<file path="src/rtl/l2_cache_ctrl_nway.sv">
// l2_cache_ctrl_nway: control FSM for an N-way write-back L2 cache.
// Sits between the L2 arbiter and physical memory. It sequences hit service,
// dirty-victim write-back and line fill, and drives the per-way array write
// strobes, the LRU update and the datapath mux selects.
// Build option L2_PREFETCH_EN: after each demand miss fill, prefetch the next
// PREF_DEPTH lines. A demand request seen in PCHECK aborts the remaining
// prefetch.
module l2_cache_ctrl_nway #(
  parameter int WAYS       = 4,
  parameter int PREF_DEPTH = 1,
  localparam int WIDX      = (WAYS > 1) ? $clog2(WAYS) : 1
) (
  input  logic            clk,
  input  logic            rst_n,
  input  logic            mem_read,
  input  logic            mem_write,
  output logic            mem_resp,
  output logic            pmem_read,
  output logic            pmem_write,
  input  logic            pmem_resp,
  input  logic            hit,
  input  logic [WAYS-1:0] hit_way,
  input  logic [WAYS-1:0] repl_way,
  input  logic            dirty,
  output logic [WAYS-1:0] wr_valid,
  output logic [WAYS-1:0] wr_tag,
  output logic [WAYS-1:0] wr_data,
  output logic [WAYS-1:0] wr_dirty,
  output logic            dirty_in,
  output logic            wr_lru,
  output logic            din_sel,
  output logic            addr_sel,
  output logic            pref_sel,
  output logic [2:0]      pref_idx,
  output logic [WIDX-1:0] dout_sel
);

`ifdef L2_PREFETCH_EN
  typedef enum logic [3:0] {
    S_IDLE, S_COMPARE, S_WB, S_ALLOC,
    S_PCHECK, S_PWB, S_PALLOC, S_PDONE, S_ADVANCE
  } state_t;
  localparam logic [2:0] PREF_LAST = 3'(PREF_DEPTH);
  logic       pref_pending_reg;
  logic [2:0] pref_idx_reg;
`else
  typedef enum logic [1:0] {S_IDLE, S_COMPARE, S_WB, S_ALLOC} state_t;
  // PREF_DEPTH has no effect when prefetch is compiled out
  logic [2:0] unused_pref_depth;
  assign unused_pref_depth = 3'(PREF_DEPTH);
`endif

  state_t state_reg;

  // Read wins when both request lines are raised
  logic req;
  logic is_write;
  assign req      = mem_read | mem_write;
  assign is_write = mem_write & ~mem_read;

  // One-hot to index; lowest set bit wins for a malformed vector
  function automatic logic [WIDX-1:0] enc(input logic [WAYS-1:0] v);
    enc = '0;
    for (int i = WAYS - 1; i >= 0; i--) begin
      if (v[i]) enc = WIDX'(i);
    end
  endfunction

  logic [WIDX-1:0] hit_enc;
  logic [WIDX-1:0] repl_enc;
  assign hit_enc  = enc(hit_way);
  assign repl_enc = enc(repl_way);

  // State register plus prefetch bookkeeping
  always_ff @(posedge clk or negedge rst_n) begin
    if (!rst_n) begin
      state_reg        <= S_IDLE;
`ifdef L2_PREFETCH_EN
      pref_pending_reg <= 1'b0;
      pref_idx_reg     <= 3'd0;
`endif
    end else begin
      case (state_reg)
        S_IDLE:    if (req) state_reg <= S_COMPARE;
        S_COMPARE: begin
          if (hit) begin
`ifdef L2_PREFETCH_EN
            if (pref_pending_reg) begin
              pref_idx_reg <= 3'd1;
              state_reg    <= S_PCHECK;
            end else begin
              state_reg <= S_IDLE;
            end
`else
            state_reg <= S_IDLE;
`endif
          end else if (dirty) begin
            state_reg <= S_WB;
          end else begin
            state_reg <= S_ALLOC;
          end
        end
        S_WB:      if (pmem_resp) state_reg <= S_ALLOC;
        S_ALLOC: begin
          if (pmem_resp) begin
`ifdef L2_PREFETCH_EN
            pref_pending_reg <= 1'b1;
`endif
            state_reg <= S_COMPARE;
          end
        end
`ifdef L2_PREFETCH_EN
        S_PCHECK: begin
          if (req) begin
            pref_pending_reg <= 1'b0;
            pref_idx_reg     <= 3'd0;
            state_reg        <= S_IDLE;
          end else if (hit) begin
            state_reg <= S_ADVANCE;
          end else if (dirty) begin
            state_reg <= S_PWB;
          end else begin
            state_reg <= S_PALLOC;
          end
        end
        S_PWB:     if (pmem_resp) state_reg <= S_PALLOC;
        S_PALLOC:  if (pmem_resp) state_reg <= S_PDONE;
        S_PDONE:   state_reg <= S_ADVANCE;
        S_ADVANCE: begin
          if (pref_idx_reg == PREF_LAST) begin
            pref_pending_reg <= 1'b0;
            pref_idx_reg     <= 3'd0;
            state_reg        <= S_IDLE;
          end else begin
            pref_idx_reg <= pref_idx_reg + 3'd1;
            state_reg    <= S_PCHECK;
          end
        end
`endif
        default:   state_reg <= S_IDLE;
      endcase
    end
  end

`ifdef L2_PREFETCH_EN
  assign pref_idx = pref_idx_reg;
`else
  assign pref_idx = 3'd0;
`endif

  // Output decode from the state register; hit service needs the same-cycle hit
  always_comb begin
    mem_resp   = 1'b0;
    pmem_read  = 1'b0;
    pmem_write = 1'b0;
    wr_valid   = '0;
    wr_tag     = '0;
    wr_data    = '0;
    wr_dirty   = '0;
    dirty_in   = 1'b0;
    wr_lru     = 1'b0;
    din_sel    = 1'b0;
    addr_sel   = 1'b0;
    pref_sel   = 1'b0;
    dout_sel   = hit_enc;
    case (state_reg)
      S_COMPARE: begin
        if (hit) begin
          mem_resp = 1'b1;
          wr_lru   = 1'b1;
          if (is_write) begin
            din_sel  = 1'b1;
            wr_data  = hit_way;
            wr_dirty = hit_way;
            dirty_in = 1'b1;
          end
        end
      end
      S_WB: begin
        addr_sel   = 1'b1;
        dout_sel   = repl_enc;
        pmem_write = 1'b1;
      end
      S_ALLOC: begin
        pmem_read = 1'b1;
        wr_valid  = repl_way;
        wr_tag    = repl_way;
        wr_data   = repl_way;
        wr_dirty  = repl_way;
      end
`ifdef L2_PREFETCH_EN
      S_PCHECK, S_ADVANCE: pref_sel = 1'b1;
      S_PWB: begin
        pref_sel   = 1'b1;
        addr_sel   = 1'b1;
        dout_sel   = repl_enc;
        pmem_write = 1'b1;
      end
      S_PALLOC: begin
        pref_sel  = 1'b1;
        pmem_read = 1'b1;
        wr_valid  = repl_way;
        wr_tag    = repl_way;
        wr_data   = repl_way;
        wr_dirty  = repl_way;
      end
      S_PDONE: begin
        pref_sel = 1'b1;
        wr_lru   = 1'b1;
      end
`endif
      default: ;
    endcase
  end

endmodule
</file>
<file path="config.mk">
export PLATFORM = sky130hd
export DESIGN_NAME = l2_cache_ctrl_nway
export DESIGN_NICKNAME = d
export VERILOG_FILES = /design/src/rtl/l2_cache_ctrl_nway.sv
export SDC_FILE = /design/constraint.sdc
export NUM_CORES = 1
export LEC_CHECK = 0
export CAP_MARGIN = 20
export CORE_AREA = 4 4 41 43
export CTS_CLUSTER_DIAMETER = 40
export DETAILED_ROUTE_END_ITERATION = 7
export DIE_AREA = 0 0 45 47
export DONT_BUFFER_PORTS = 1
export PLACE_DENSITY_LB_ADDON = 0.25
export SYNTH_ARGS = -nofsm -noshare
export SYNTH_HDL_FRONTEND = slang
export SYNTH_SLANG_ARGS = --single-unit
</file>
<file path="constraint.sdc">
create_clock -name clk -period 1.6 [get_ports clk]
set_input_delay 0.4 -clock clk [delete_from_list [all_inputs] [get_ports clk]]
set_output_delay 0.4 -clock clk [all_outputs]
set_load 0.02 [all_outputs]
</file>
# After elaboration in Yosys (flattened, before gate mapping)

Cells that the tools add are included.

Equality and inequality tests: 6
Mux-type cells: 26
Bitwise operators: 3
Reductions and logical operators: 2

Operators with widths:

| cell                                                 | count |
|---|---|
| two-way mux 2 bit                                    | 13 |
| two-way mux 4 bit                                    | 3 |
| two-way mux 1 bit                                    | 8 |
| case mux 2 bit (4 select lines)                      | 1 |
| case mux 4 bit (2 select lines)                      | 1 |
| inequality test 2 bit (second input constant)        | 3 |
| equality test 2 bit (second input constant)          | 2 |
| AND reduction 3 bit                                  | 1 |
| equality test 2 x 1 -> 1 bit (second input constant) | 1 |
| zero test 2 bit                                      | 1 |
| AND 1 bit                                            | 1 |
| inverter 1 bit                                       | 1 |
| OR 1 bit                                             | 1 |

Register bits: 2
Output and inout bits: 29
Logic and storage cells: 38

# Depth between registers and ports, before layout

Gate-level depths: netlist of run 1.

Depth after elaboration: 5
Mapped depth: 7
Gate-level depth less buffers: 5

# Worst setup path before layout of run 1

Ideal clock, no wire load.

Path kind: register to output
Start: register state_reg[0]
End: output port dout_sel[1]
Arrival time: 1.548 ns
Required time: 1.200 ns
Slack: -0.348 ns
Cell stages (with the launch flop): 5
Path buffers: 0
Cell sequence: dfrtp_1 inv_1 ha_1 nand2b_1 o32ai_1

Word-level cells in the longest chain between the ends: 2

RTL lines:

| what                   | RTL line | text |
|---|---|---|
| start, declared        | 53       | `state_t state_reg;` |
| start signal, assigned | 77       | `state_reg <= S_IDLE;` |
| start signal, assigned | 84       | `S_IDLE: if (req) state_reg <= S_COMPARE;` |
| start signal, assigned | 95       | `state_reg <= S_IDLE;` |
| equality test 2 bit    | 166      | `case (state_reg)` |
| two-way mux 2 bit      | 166      |  |
| end, declared          | 35       | `output logic [WIDX-1:0] dout_sel` |

Every way passes these cells.

# Worst setup path after layout of run 1

Start: register state_reg[0]
End: output port wr_data[3]

Word-level cells in the longest chain between the ends: 2
Elaborated cells on any way between the ends: 3
Classes of those cells: eq/ne: 2; mux: 1

RTL lines:

| what                                                                | RTL line | text |
|---|---|---|
| equality test 2 bit or equality test 2 x 1 -> 1 bit (tied branches) | 166      |  |
| case mux 4 bit (2 select lines) (*)                                 | 166      |  |
| end, declared                                                       | 27       | `output logic [WAYS-1:0] wr_data,` |

Every way passes the cells marked *; elsewhere a longest branch is shown, timed or not.

==> qor.txt, run 1 <==
drt via density = 4.62
Avg WL per Cell = 13.4 µm
clk root buf = clkbuf_4
row count = 13
antenna-violating nets left = 0
Longest Clk Path Bufs = 2
first-pass GRT wire length = 1510 µm
max-cap violation count = 0
Final WS setup = -0.245 ns
Final Hold Viols = 0
unrepaired setup endpoints after global routing = true
TNS Setup = -2.82 ns
total of warnings raised by yosys = 0
Remaining DRCs = 0
total routed wirelength = 1030 µm
slowest stage delay, CP = 0.38 ns
core area = 1300 µm²
GRT Resource Usage Total = 9.79%
Inst Count DP = 72
DRT Pass-1 Iters = 3
clk slew on worst S/H paths = 0.03 ns
Distinct cells, synth = 18
starting density of the core = 32.5%
Ant. Diodes = 0
Die Y = 47 µm
largest net degree at the start of global routing = 7
critical path cell sequence = ha_2, and2_4, and3b_2, a21o_4
#FFs+latches synth = 2
Num CTS Buffers = 3
failing checks = negative setup slack
worst skew pair latency = 0.22 ns
die area = 2120 µm²
chip width = 45 µm
Crit. End Element = primary output
P&R area growth vs syn = 36.1%
CP max-delay cell = dfrtp_1
Buf+Inv Stages, Crit Path = 0
Async S/R FF share, synth = 100%
number of flops mapped to enable cells by yosys = 0
gr ovfl total = 0
Power Density = 1380 nW/µm²
post-route minimum period = 1.85 ns
share of layout cells above drive strength 1 = 56.5%
Final Cycle Share = 115%
I/O pin count = 44
hold crit path type = input port to asynchronous set/reset pin
startpoint types = register
initial antenna violation count = 0
Mapped Cells = 55
CTS Sinks = 2
Setup Crit Path Kind = register to primary output
Worst Skew = 0.00143 ns
via count = 356
Synth Area per Inst = 7.69 µm²
crit path max fanout = 5
CTS H-tree lvls = 1
Layout Nets = 83
Lkg Pwr = 0.283 nW
status = finished, violations left
CTS tree = yes
CP top delay family = flip-flops
VDD IR-drop max = 0.000621 V
RD Place Congestion = 0.657
final slew viol count = 0
Synth Flop Type = dfrtp_1
synthesized area = 423 µm²
final setup vio count = 20
fin util = 44.2%
vias in the first global route = 336
max reg flops = 2
Seq/Total Area, Yosys = 11.8%
Arr. time, crit path = 1.45 ns
maximum achievable frequency = 0.542 GHz
PortBufs = 0
CP Data Required Time = 1.20 ns
HPWL Detailed = 874 µm
fin cells = 77
initial DRC count = 2
## Yosys cell counts, types with 2 or more instances
cell type	n	area, µm²
a21o_1	4	30.0
a21oi_1	2	10.0
and2_1	4	25.0
buf_4	15	113
dfrtp_1	2	50.1
ha_1	4	50.1
inv_1	4	15.0
mux2i_1	2	20.0
nand2b_1	2	12.5
nor2_1	4	15.0
nor2b_1	2	12.5
o21ai_0	4	20.0
## area by class of cell
cell class | instances | area, µm²
multi-input cells | 36 | 324
fillers | 135 | 726
flip-flops and latches | 2 | 50.0
repair buffers | 17 | 145
clock buffers | 3 | 22.5
inverters | 4 | 15.0
well taps | 15 | 18.8
## cell usage in the layout (no fill, tap or decap), types with 2 or more instances in the layout
master and n:
a21o_4 4, a21oi_1 2, and2_4 5, buf_4 12, buf_6 4, clkbuf_4 3
conb_1 4, dfrtp_1 2, ha_4 2, inv_1 3, mux2i_1 2, nand2b_1 2
nor2_1 3, nor2b_1 2, o21ai_1 3
## power breakdown
part / leakage [nW] / switching, mW / internal [mW]
registers: 0.0247 / 0.0141 / 0.0728
logic: 0.244 / 0.330 / 0.268
clock network: 0.0138 / 0.0256 / 0.0825
## routing by layer
layer	global-route usage [%]	wire (µm)	vias to the layer above
met5	0	0	-
met4	4.09	0	0
met3	3.83	166	0
met1	9.55	314	157
li1	-	-	176
met2	18.4	549	23
## cell families (layout without fill, tap and decap cells)
group,after synthesis,after routing,share of synthesized area (%)
adder cells (fa/ha/maj),4,4,11.8
buffers and inverters,20,24,32.8
flip-flops,2,2,11.8
AO/OA/AOI/OAI,12,12,18.3
multiplexers,2,2,4.73
other,1,4,0.887
AND/OR/NAND/NOR,14,14,19.5
## path summary, 6_finish.rpt
path | startpoint | end | slack [ns] | depth (start not counted)
setup / recovery | state_reg[0] | wr_data[3] | -0.25 | 4
hold / removal | rst_n | state_reg[1] | 0.41 | 1
setup reg to reg | state_reg[0] | state_reg[1] | 0.13 | 6
hold reg to reg | state_reg[1] | state_reg[1] | 0.74 | 4
max in group asynchronous | rst_n | state_reg[0] | 1.07 | 1
min in group clk | dirty | state_reg[0] | 0.43 | 3
## metrics by stage
step	total power, mW	worst slack [ns]	hold slack, ns	instance area (µm²)
floorplan	0.541	-0.189	0.104	489
global placement	0.616	-0.0457	0.104	482
detailed placement	0.618	-0.0607	0.104	482
CTS	0.797	-0.276	0.403	568
global route	0.868	-0.308	0.408	576
finish	0.792	-0.245	0.412	576
## what timing repair did
| action | CTS | global route |
|---|---|---|
| pin swaps | 3 | 1 |
| hold buffers | 1 | 0 |
| resized for setup | 15 | 1 |
| endpoints found under the hold margin | 2 | 0 |
| setup endpoints to repair | 20 | 20 |
| buffers inserted | 1 | 1 |
Power figures use the tool's default switching activity.
==> inputs of run 2 (changes only) <==
--- a/config.mk
+++ b/config.mk
@@ -12,6 +12,7 @@
 export DIE_AREA = 0 0 45 47
 export DONT_BUFFER_PORTS = 1
 export PLACE_DENSITY_LB_ADDON = 0.25
+export RECOVER_POWER = 25
 export SYNTH_ARGS = -nofsm -noshare
 export SYNTH_HDL_FRONTEND = slang
 export SYNTH_SLANG_ARGS = --single-unit
==> results of run 2 <==
No change in the layout: final DEF, timing and power equal those of run 1.
